### config.mk
export PLATFORM = sky130hd
export DESIGN_NAME = cbus_clint_bridge
export DESIGN_NICKNAME = d
export VERILOG_FILES = /design/src/rtl/cbus_clint_bridge.sv
export SDC_FILE = /design/constraint.sdc
export NUM_CORES = 1
export LEC_CHECK = 0
export ABC_AREA = 1
export CAP_MARGIN = 15
export CORE_MARGIN = 8
export CORE_UTILIZATION = 50
export CTS_BUF_LIST = sky130_fd_sc_hd__clkbuf_2 sky130_fd_sc_hd__clkbuf_4 sky130_fd_sc_hd__clkbuf_8
export DETAILED_ROUTE_END_ITERATION = 16
export PLACE_DENSITY = 0.84
export SYNTH_ARGS = -nofsm -noshare
export SYNTH_HDL_FRONTEND = slang
export SYNTH_SLANG_ARGS = --single-unit
### constraint.sdc
create_clock -name clk -period 3.03 [get_ports clk]
set_input_delay 0.606 -clock clk [delete_from_list [all_inputs] [get_ports clk]]
set_output_delay 0.606 -clock clk [all_outputs]
set_load 0.02 [all_outputs]
### src/rtl/cbus_clint_bridge.sv
// rtl/cbus_clint_bridge.sv - CBus bridge carrying a CLINT (msip/mtimecmp/mtime) in front of memory
//
// Ports:
//   clk    system clock
//   reset  synchronous, active-high
//   ireq   request from the arbiter
//   iresp  response to the arbiter
//   oreq   request to memory (mirrors ireq while forwarding)
//   oresp  response from memory
//   trint  timer interrupt, mtime >= mtimecmp (unsigned)
//   swint  software interrupt, msip[0]
// Parameter TICK_DIV (1..65535): mtime advances once every TICK_DIV cycles.
// Optional macro CLINT_MSIP_EN: implements msip; without it msip reads 0 and swint is 0.

package cbus_pkg;
  typedef struct packed {
    logic        valid;
    logic        is_write;
    logic [2:0]  size;
    logic [63:0] addr;
    logic [7:0]  strobe;
    logic [63:0] data;
    logic [7:0]  len;
  } cbus_req_t;

  typedef struct packed {
    logic        ready;
    logic        last;
    logic [63:0] data;
  } cbus_resp_t;
endpackage

module cbus_clint_bridge
  import cbus_pkg::*;
#(
  parameter int unsigned TICK_DIV = 1
) (
  input  logic       clk,
  input  logic       reset,
  input  cbus_req_t  ireq,
  output cbus_resp_t iresp,
  output cbus_req_t  oreq,
  input  cbus_resp_t oresp,
  output logic       trint,
  output logic       swint
);

  typedef enum logic [1:0] {IDLE, LOCAL, FWD} state_t;
  typedef enum logic [1:0] {SEL_MSIP, SEL_CMP, SEL_TIME, SEL_NONE} sel_t;

  state_t      state;
  sel_t        sel;
  logic        wr;
  logic [7:0]  beat;
  logic [63:0] mtime;
  logic [63:0] mtimecmp;
  logic [15:0] presc;
  logic        msip;

  logic        is_local;
  logic        last_beat;
  logic        commit;
  logic        tick;
  logic [63:0] rdata;
  logic [63:0] wdata;

  function automatic sel_t decode(input logic [12:0] off);
    case (off)
      13'h0000: return SEL_MSIP;
      13'h0800: return SEL_CMP;
      13'h17FF: return SEL_TIME;
      default:  return SEL_NONE;
    endcase
  endfunction

  function automatic logic [63:0] merge(input logic [63:0] old_v,
                                        input logic [63:0] new_v,
                                        input logic [7:0]  strb);
    logic [63:0] r;
    r = old_v;
    for (int i = 0; i < 8; i++) begin
      if (strb[i]) r[i*8 +: 8] = new_v[i*8 +: 8];
    end
    return r;
  endfunction

  assign is_local  = (ireq.addr[63:16] == 48'h0000_0000_0200);
  assign last_beat = (state == LOCAL) && (beat == ireq.len);
  // Register updates land only on the final beat so every beat returns the pre-write value.
  assign commit    = last_beat && wr;
  assign tick      = (presc == 16'(TICK_DIV - 1));

  always_comb begin
    rdata = '0;
    case (sel)
      SEL_MSIP: rdata = {63'b0, msip};
      SEL_CMP:  rdata = mtimecmp;
      SEL_TIME: rdata = mtime;
      default:  rdata = '0;
    endcase
  end

  // Merge onto the selected register image; unimplemented msip bits merge onto zeros and are dropped.
  assign wdata = merge(rdata, ireq.data, ireq.strobe);

  always_ff @(posedge clk) begin
    if (reset) begin
      state <= IDLE;
      sel   <= SEL_NONE;
      wr    <= 1'b0;
      beat  <= '0;
    end else begin
      case (state)
        IDLE: begin
          beat <= '0;
          if (ireq.valid) begin
            sel   <= is_local ? decode(ireq.addr[15:3]) : SEL_NONE;
            wr    <= ireq.is_write;
            state <= is_local ? LOCAL : FWD;
          end
        end
        LOCAL: begin
          if (last_beat) state <= IDLE;
          else           beat  <= beat + 8'd1;
        end
        FWD: begin
          if (oresp.ready && oresp.last) state <= IDLE;
        end
        default: state <= IDLE;
      endcase
    end
  end

  always_ff @(posedge clk) begin
    if (reset) begin
      mtime    <= '0;
      mtimecmp <= '1;
      presc    <= '0;
    end else begin
      presc <= tick ? 16'd0 : presc + 16'd1;
      // A software write to mtime wins over a coincident tick; that tick is lost.
      if (commit && sel == SEL_TIME) mtime <= wdata;
      else if (tick)                 mtime <= mtime + 64'd1;
      if (commit && sel == SEL_CMP)  mtimecmp <= wdata;
    end
  end

`ifdef CLINT_MSIP_EN
  always_ff @(posedge clk) begin
    if (reset)                          msip <= 1'b0;
    else if (commit && sel == SEL_MSIP) msip <= wdata[0];
  end
`else
  assign msip = 1'b0;
`endif

  always_comb begin
    iresp = '0;
    oreq  = '0;
    case (state)
      LOCAL: begin
        iresp.ready = 1'b1;
        iresp.last  = last_beat;
        iresp.data  = rdata;
      end
      FWD: begin
        oreq  = ireq;
        iresp = oresp;
      end
      default: ;
    endcase
  end

  assign trint = (mtime >= mtimecmp);
  assign swint = msip;

endmodule

* Yosys cells after proc, flatten, opt, wreduce, memory -nomap -nowiden *
Index checks and enable logic that the tools add are counted.

storage, ports and cells
  logic and storage cells = 59
  output and inout port bits = 217
  flip-flop bits (word level) = 157
  bits of input ports = 217

operators by class
  $add $sub $neg = 3
  magnitude comparators = 1
  reductions and logical operators = 14
  eq/ne operators = 12
  muxes and demuxes = 22

operator list
  kind                     number
  $mux W149                1
  $pmux W66 S2             1
  $mux W64                 2
  $pmux W64 S2             1
  $mux W8                  9
  $add A64 B1 Y64 const B  1
  $ge A64 B64 Y1           1
  $eq A48 B10 Y1 const B   1
  $add A16 B1 Y16 const B  1
  $logic_not A16 Y1        1
  $pmux W8 S2              1
  $eq A13 B12 Y1 const B   1
  $eq A13 B13 Y1 const B   1
  $logic_not A13 Y1        1
  $pmux W2 S3              2
  $mux W2                  5
  $add A8 B1 Y8 const B    1
  $eq A8 B8 Y1             1
  $ne A2 B2 Y1 const B     4
  $logic_and A1 B1 Y1      5
  $eq A2 B1 Y1 const B     2
  $eq A2 B2 Y1 const B     2
  $reduce_and A2 Y1        2
  $reduce_bool A2 Y1       2
  other kinds (3)          3

* Logic depth before layout (Yosys ltp) *
Gate-level depths: netlist (run 1).

  depth in word-level cells = 5
  mapped depth = 14
  gate-level depth less buffers = 13

* Least setup slack after synthesis (run 1) *
Ideal clock, no wire load.

  kind = reg2out
  from = reg sel[0]
  to = out iresp[0] (netlist bit)
  path slack = 425 ps
  arrival time = 1999 ps
  stages on the path, launching flop included = 9
  cells stage by stage = dfxtp_1 inv_1 ha_1 inv_1 clkbuf_1 clkbuf_1 buf_1 nand3_1 a21oi_1

RTL lines
  what                    line  RTL
  start, declared         52    sel_t sel;
  start signal, assigned  117   sel <= is_local ? decode(ireq.addr[15:3]) : SEL_NONE;
  end, declared           41    output cbus_resp_t iresp,

==> results of run 1 <==
==> final timing paths <==
path,from,end,depth (start not counted)
min,presc[0]$_SDFF_PP0_,presc[0]$_SDFF_PP0_,1
max reg2reg,mtime[1]$_SDFFE_PP0P_,mtime[62]$_SDFFE_PP0P_,11
min reg2reg,presc[0]$_SDFF_PP0_,presc[0]$_SDFF_PP0_,1
max,sel[0]$_SDFFE_PP1P_,iresp[27],9
==> worst max-delay path, delay by kind of cell (launching register included) <==
kind | cells | cell delay (ps)
DFF | 1 | 370
and+or+nand+nor | 1 | 80
adders and majority gates | 1 | 240
AOI/OAI and AO/OA | 2 | 170
buffers and inverters | 5 | 1030
==> per-layer routing <==
metal,vias to the layer above,GRT usage [%]
met5,-,0
met4,0,16.8
met3,176,7.87
met2,922,60.7
met1,8644,39.0
li1,9033,-
==> registers in the layout (all words and copies together) (netlist names) <==
register / count
wr: 1
sel: 2
state: 2
presc: 16
mtimecmp: 64
beat: 8
mtime: 64
==> power groups by stage <==
stage | registers, mW | logic (mW) | clock network (mW)
6_report | 2.08 | 2.01 | 1.84
5_1_grt | 2.08 | 2.15 | 1.93
4_1_cts | 2.08 | 1.96 | 1.84
3_5_place_dp | 2.13 | 1.96 | 0
3_3_place_gp | 2.13 | 1.94 | 0
2_1_floorplan | 2.13 | 0.928 | 0
==> cell usage in the layout (no fill, tap or decap), types with 13 or more instances in the layout <==
cell type and count:
nand2_1 794, inv_1 396, clkdlybuf4s50_1 357, nand3_1 276
nor2_1 197, a21oi_1 174, dfxtp_1 155, o21ai_0 152
buf_4 74, ha_1 68, o22ai_1 48, dlygate4sd2_1 45
xor2_1 39, nand4_1 35, clkbuf_8 18, o21ai_1 16
buf_12 14, nor3_1 13, dlymetal6s2s_1 13
==> kinds of logic after synthesis <==
kind of cell,share of synthesized area (%)
flops,21.8
other cells,0.0260
buf+inv,14.9
compound gates,14.9
simple gates,39.7
xor+xnor,2.37
fa+ha+maj,6.34
==> area by class of cell <==
cell class / instances / area share (%)
well taps: 384 / 2.40
diodes: 1 / 0.0125
inverters: 409 / 7.72
clock inverters: 14 / 0.962
flip-flops and latches: 157 / 15.7
multi-input cells: 1885 / 46.3
clock buffers: 18 / 1.24
repair buffers: 520 / 25.7
==> stage by stage <==
step,instance area [sq um],TNS (ps),hold slack (ps)
6_report,20000,0,476
2_1_floorplan,14400,0,430
3_5_place_dp,19400,-136,446
3_3_place_gp,19400,-95.7,448
5_1_grt,20000,-178,512
4_1_cts,19900,-1160,471
==> repair_timing <==
action / in CTS / in global routing
hold buffers: 0 / 0
endpoints found under the hold margin: 0 / 0
pin swaps: 1 / 6
cloned: 0 / 1
gates resized for setup: 76 / 63
buffers inserted: 0 / 3
endpoints found under the setup margin: 121 / 43
==> impl_metrics.json, run 1 <==
{
  "synth_area_leaders": "dfxtp_1 22%, nand2_1 21%, inv_1 10%",
  "ioPinCount": 434,
  "ys_ff_latch": 157,
  "register_area_sq_mm": 0.00315,
  "top_layer_used": "met4",
  "ctsRootBufferMaster": "clkbuf_8",
  "status": "complete, no violations",
  "antenna_found_initial": 1,
  "rsz0062_at_grt": "yes",
  "p_per_area_mw_per_mm2": 296,
  "fin_ws_ps": 0.474,
  "die_area_sq_mm": 0.0345,
  "worstSetupPathType": "reg2out",
  "place_congestion": 1.02,
  "clkTransAtPathRegs_ps": 110,
  "min_path_type": "reg2reg",
  "power.leakage_nw": 10.2,
  "pre_cts_ws_ps": -104,
  "overflow": 0,
  "start_kind": "flop",
  "r2r_slack_ps": 540,
  "wl_per_cell_um": 18.2,
  "clock_sinks": 157,
  "post_route_cells_drive_above_1_share_pct": 6.43,
  "p_sw_share_pct": 35.9,
  "clk_latency_ps": 500,
  "htreeDepth": 4,
  "post-route-min-period_ps": 3030,
  "via_per_inst": 5.54,
  "die-height_um": 186,
  "rows": 62,
  "setup_violations": 0,
  "crit_fanout": 35,
  "grt_pass1_vias": 18054,
  "peakVddDrop_v": 0.000250,
  "synth_most_common_cell": "nand2_1",
  "nets": 3280,
  "fin_cells": 3388,
  "required_ps": 2420,
  "cp-end-kind": "output pin",
  "critPathArrivalTime_ps": 2420,
  "routed-wl-met2_um": 29700,
  "synth_edf_count": 0,
  "finish.utilization_pct": 70.2,
  "fin_worst_skew_ps": 16.4,
  "yosysSeqAreaShare_pct": 21.8,
  "netlist_area_sq_mm": 0.0144,
  "intPower_mw": 3.80,
  "hpwl_um": 48700,
  "yosys.area.top_type": "dfxtp_1",
  "seqPwrFrac_pct": 35.1,
  "max_freq_ghz": 0.330,
  "syn-instance-count": 2588,
  "multi_input_area_sq_mm": 0.00928,
  "die_w_um": 186,
  "power_frac_comb_pct": 33.9,
  "synth_commonest_cells": "797 x nand2_1, 400 x inv_1, 280 x nand3_1, 200 x nor2_1, 175 x a21oi_1",
  "drt-initial-drc-count": 1927,
  "floorplan.initialDensity_pct": 50.4,
  "ys_types": 36,
  "cts_tree": "built",
  "total_power_mw": 5.93,
  "cts_buffers": 17,
  "max_cap_viol_count": 0,
  "finalCritPeriodShare_pct": 100,
  "slowest_stage": "dfxtp_1",
  "synthArstFlopShare_pct": 0,
  "grtUsageTotal_pct": 34.6,
  "worst_slew_pin_slew_ps": 1030,
  "first_pass_iters": 6,
  "io_buffer_count": 432,
  "drt-met1-wl_um": 23400,
  "max_stage_delay_ps": 370,
  "yosys_warnings": 0,
  "drv_slew": 0,
  "route.antenna.remaining_nets": 0,
  "synth_nets": 2878,
  "nFillCells": 2612,
  "ys.flop_type": "dfxtp_1",
  "num_vias": 18775,
  "relSlewSlack_pct": 31.5,
  "hold_violations": 0,
  "area_delta_synth_final_pct": 39.1,
  "placed_cells": 3351,
  "p_clk_share_pct": 31.1,
  "syn_area_per_cell_sq_um": 5.56,
  "wl_met3_um": 5590,
  "routed_wl_um": 61800,
  "grt_max_degree": 80,
  "cts_buffer_depth": 2,
  "switchingPower_mw": 2.13,
  "synth_top_area_share_pct": 21.8,
  "drc_errors": 0,
  "crit_chain": "inv_1, ha_1, inv_4, buf_12, o22ai_1, buf_4, nand3_1, a21oi_1, dlygate4sd2_1",
  "grt_pass1_wl_um": 95500,
  "core_area_sq_mm": 0.0285
}
(Power assumes the default switching activity.)
==> inputs of run 2 (changes only) <==
--- a/config.mk
+++ b/config.mk
@@ -8,10 +8,12 @@
 export ABC_AREA = 1
 export CAP_MARGIN = 15
 export CORE_MARGIN = 8
-export CORE_UTILIZATION = 50
+export CORE_UTILIZATION = 60
 export CTS_BUF_LIST = sky130_fd_sc_hd__clkbuf_2 sky130_fd_sc_hd__clkbuf_4 sky130_fd_sc_hd__clkbuf_8
 export DETAILED_ROUTE_END_ITERATION = 16
-export PLACE_DENSITY = 0.84
+export DONT_BUFFER_PORTS = 1
+export PLACE_DENSITY = 0.76
+export SLEW_MARGIN = 20
 export SYNTH_ARGS = -nofsm -noshare
 export SYNTH_HDL_FRONTEND = slang
 export SYNTH_SLANG_ARGS = --single-unit
==> run 2 against run 1 <==
Against the previous run: clock power fell by 11%; count of clock-buffer cells in the layout rose by 1; via count fell by 9.7%; hold slack got worse by 240 ps; register-to-register slack got worse by 30 ps; worst setup slack improved by 78 ps; die area fell by 15%; final cell count fell by 15%; largest power group unchanged; first-iteration DRC count fell by 2.0%; fmax rose by 2.6%; combinational power fell by 37%; routed wire length fell by 6.3%.
==> impl_metrics.json, run 2 (synthesis results as in run 1) <==
{
  "status": "complete, no violations",
  "regToRegEndpoint": "mtime[54]$_SDFFE_PP0P_",
  "crit_chain": "inv_1, ha_1, inv_6, buf_6, nand3_1, a21oi_1, buf_4",
  "die_area_sq_mm": 0.0292,
  "max_stage_delay_ps": 360,
  "relSlewSlack_pct": 60.3,
  "core_area_sq_mm": 0.0235,
  "finalCritPeriodShare_pct": 97.4,
  "floorplan.initialDensity_pct": 61.2,
  "cp-end-kind": "output pin",
  "worst_slew_pin_slew_ps": 595,
  "fin_worst_skew_ps": 24.0,
  "hpwl_um": 45000,
  "rows": 56,
  "max_freq_ghz": 0.339,
  "cts_tree": "built",
  "r2r_slack_ps": 510,
  "hold_end": "beat[3]$_SDFFE_PP0P_",
  "route.antenna.remaining_nets": 0,
  "placed_cells": 2860,
  "min_path_type": "in2reg",
  "hp-start": "reset",
  "start_kind": "flop",
  "peakVddDrop_v": 0.000339,
  "most-common-layout-cells": "796 x nand2_1, 397 x inv_1, 279 x nand3_1, 200 x nor2_1, 172 x a21oi_1",
  "r2r_cells": 13,
  "placed_area_sq_mm": 0.0150,
  "critPathArrivalTime_ps": 2350,
  "io_buffer_count": 0,
  "via_per_inst": 5.86,
  "post-route-min-period_ps": 2950,
  "n_antenna_cell": 0,
  "num_vias": 16948,
  "setup_violations": 0,
  "clkTransAtPathRegs_ps": 120,
  "grt_max_degree": 89,
  "postCtsSetupBuffers": 0,
  "r2r-start": "mtime[1]$_SDFFE_PP0P_",
  "ctsHoldBuffers": 0,
  "nets": 2850,
  "cts_buffer_depth": 2,
  "ioPinCount": 434,
  "worstSetupPathType": "reg2out",
  "max_cap_viol_count": 0,
  "antenna_found_initial": 1,
  "finish.utilization_pct": 65.5,
  "ctsRootBufferMaster": "clkbuf_8",
  "first_pass_iters": 6,
  "htreeDepth": 4,
  "wl_per_cell_um": 20.0,
  "die_w_um": 171,
  "area_delta_synth_final_pct": 7.15,
  "routed_wl_um": 57900,
  "grt_pass1_vias": 16213,
  "slowest_stage": "dfxtp_1",
  "post_route_cells_drive_above_1_share_pct": 6.49,
  "fin_cells": 2892,
  "fin_setup_tns_ps": 0,
  "die-height_um": 171,
  "top_regs": "mtime (64), mtimecmp (64), presc (16)",
  "required_ps": 2420,
  "hold_violations": 0,
  "drt-initial-drc-count": 1889,
  "total_power_mw": 4.97,
  "place_congestion": 1.05,
  "clk_latency_ps": 500,
  "postLayoutCellArea_sq_mm": 0.0154,
  "mostFrequentLayoutCell": "nand2_1",
  "cts_buffers": 17,
  "overflow": 0,
  "holdPathStages": 1,
  "drc_errors": 0,
  "p_per_area_mw_per_mm2": 322,
  "drv_slew": 0,
  "grtUsageTotal_pct": 38.3,
  "clock_sinks": 157,
  "power.leakage_nw": 8.11,
  "crit_fanout": 29,
  "grt_pass1_wl_um": 88700
}
## run 2: worst max-delay path, delay by kind of cell (launching register included)
| kind | cells | cell delay [ps] |
|---|---|---|
| adder cells (fa/ha/maj) | 1 | 340 |
| flip-flops | 1 | 360 |
| buffers and inverters | 4 | 740 |
| AO/OA/AOI/OAI | 1 | 310 |
| AND/OR/NAND/NOR | 1 | 100 |
## run 2: power by group
group / switching [mW] / leakage, nW / internal, mW
Combinational: 0.966 / 6.64 / 0.290
Sequential: 0.0111 / 1.27 / 2.07
Clock: 1.01 / 0.194 / 0.624
## run 2: routing by layer
| metal | global-route usage [%] | part of all wire [%] | vias up | routed length (um) |
|---|---|---|---|---|
| li1 | - | - | 8145 | - |
| met1 | 42.9 | 37 | 7671 | 21200 |
| met2 | 65.9 | 48 | 965 | 27700 |
| met3 | 9.59 | 10 | 165 | 5970 |
| met4 | 21.5 | 5.3 | 2 | 3090 |
| met5 | 0 | 0.016 | - | 9 |
## run 2: cell type report
type | count | area [sq um]
multi-input combinational | 1885 | 9190
fill | 2358 | 8110
sequential | 157 | 3150
inverter | 409 | 1550
timing repair buffer | 90 | 779
tap | 319 | 399
clock buffer | 19 | 249
clock inverter | 13 | 124
## run 2: repair_timing
item / in CTS / in global routing
resized for setup: 4 / 11
pin swaps: 0 / 0
endpoints found under the setup margin: 3 / 15
## run 2: how the worst max path moves through the flow
stage                        startpoint   endpoint  slack (ps)  depth (start not counted)
finish              sel[0]$_SDFFE_PP1P_  iresp[31]          80                          7
CTS                 sel[0]$_SDFFE_PP1P_  iresp[53]          30                          7
detailed placement  sel[0]$_SDFFE_PP1P_  iresp[53]         380                          7
global placement    sel[0]$_SDFFE_PP1P_  iresp[53]         380                          7
global route        sel[0]$_SDFFE_PP1P_  iresp[49]          -5                          7
floorplan           sel[0]$_SDFFE_PP1P_   iresp[0]         430                          8
## run 2: stage by stage
step                      setup slack (ps)  hold WS (ps)
after CTS                             27.0           164
final                                 78.5           232
after global routing                 -5.25           169
after floorplan                        425           430
after detailed placement               380           459
after global placement                 378           447
==> inputs of run 3 (changes only) <==
--- a/config.mk
+++ b/config.mk
@@ -12,6 +12,7 @@
 export CTS_BUF_LIST = sky130_fd_sc_hd__clkbuf_2 sky130_fd_sc_hd__clkbuf_4 sky130_fd_sc_hd__clkbuf_8
 export DETAILED_ROUTE_END_ITERATION = 16
 export DONT_BUFFER_PORTS = 1
+export HOLD_SLACK_MARGIN = 0.15
 export PLACE_DENSITY = 0.76
 export SLEW_MARGIN = 20
 export SYNTH_ARGS = -nofsm -noshare
==> results of run 3 <==
No change in the layout: final DEF, timing and power equal those of run 2.
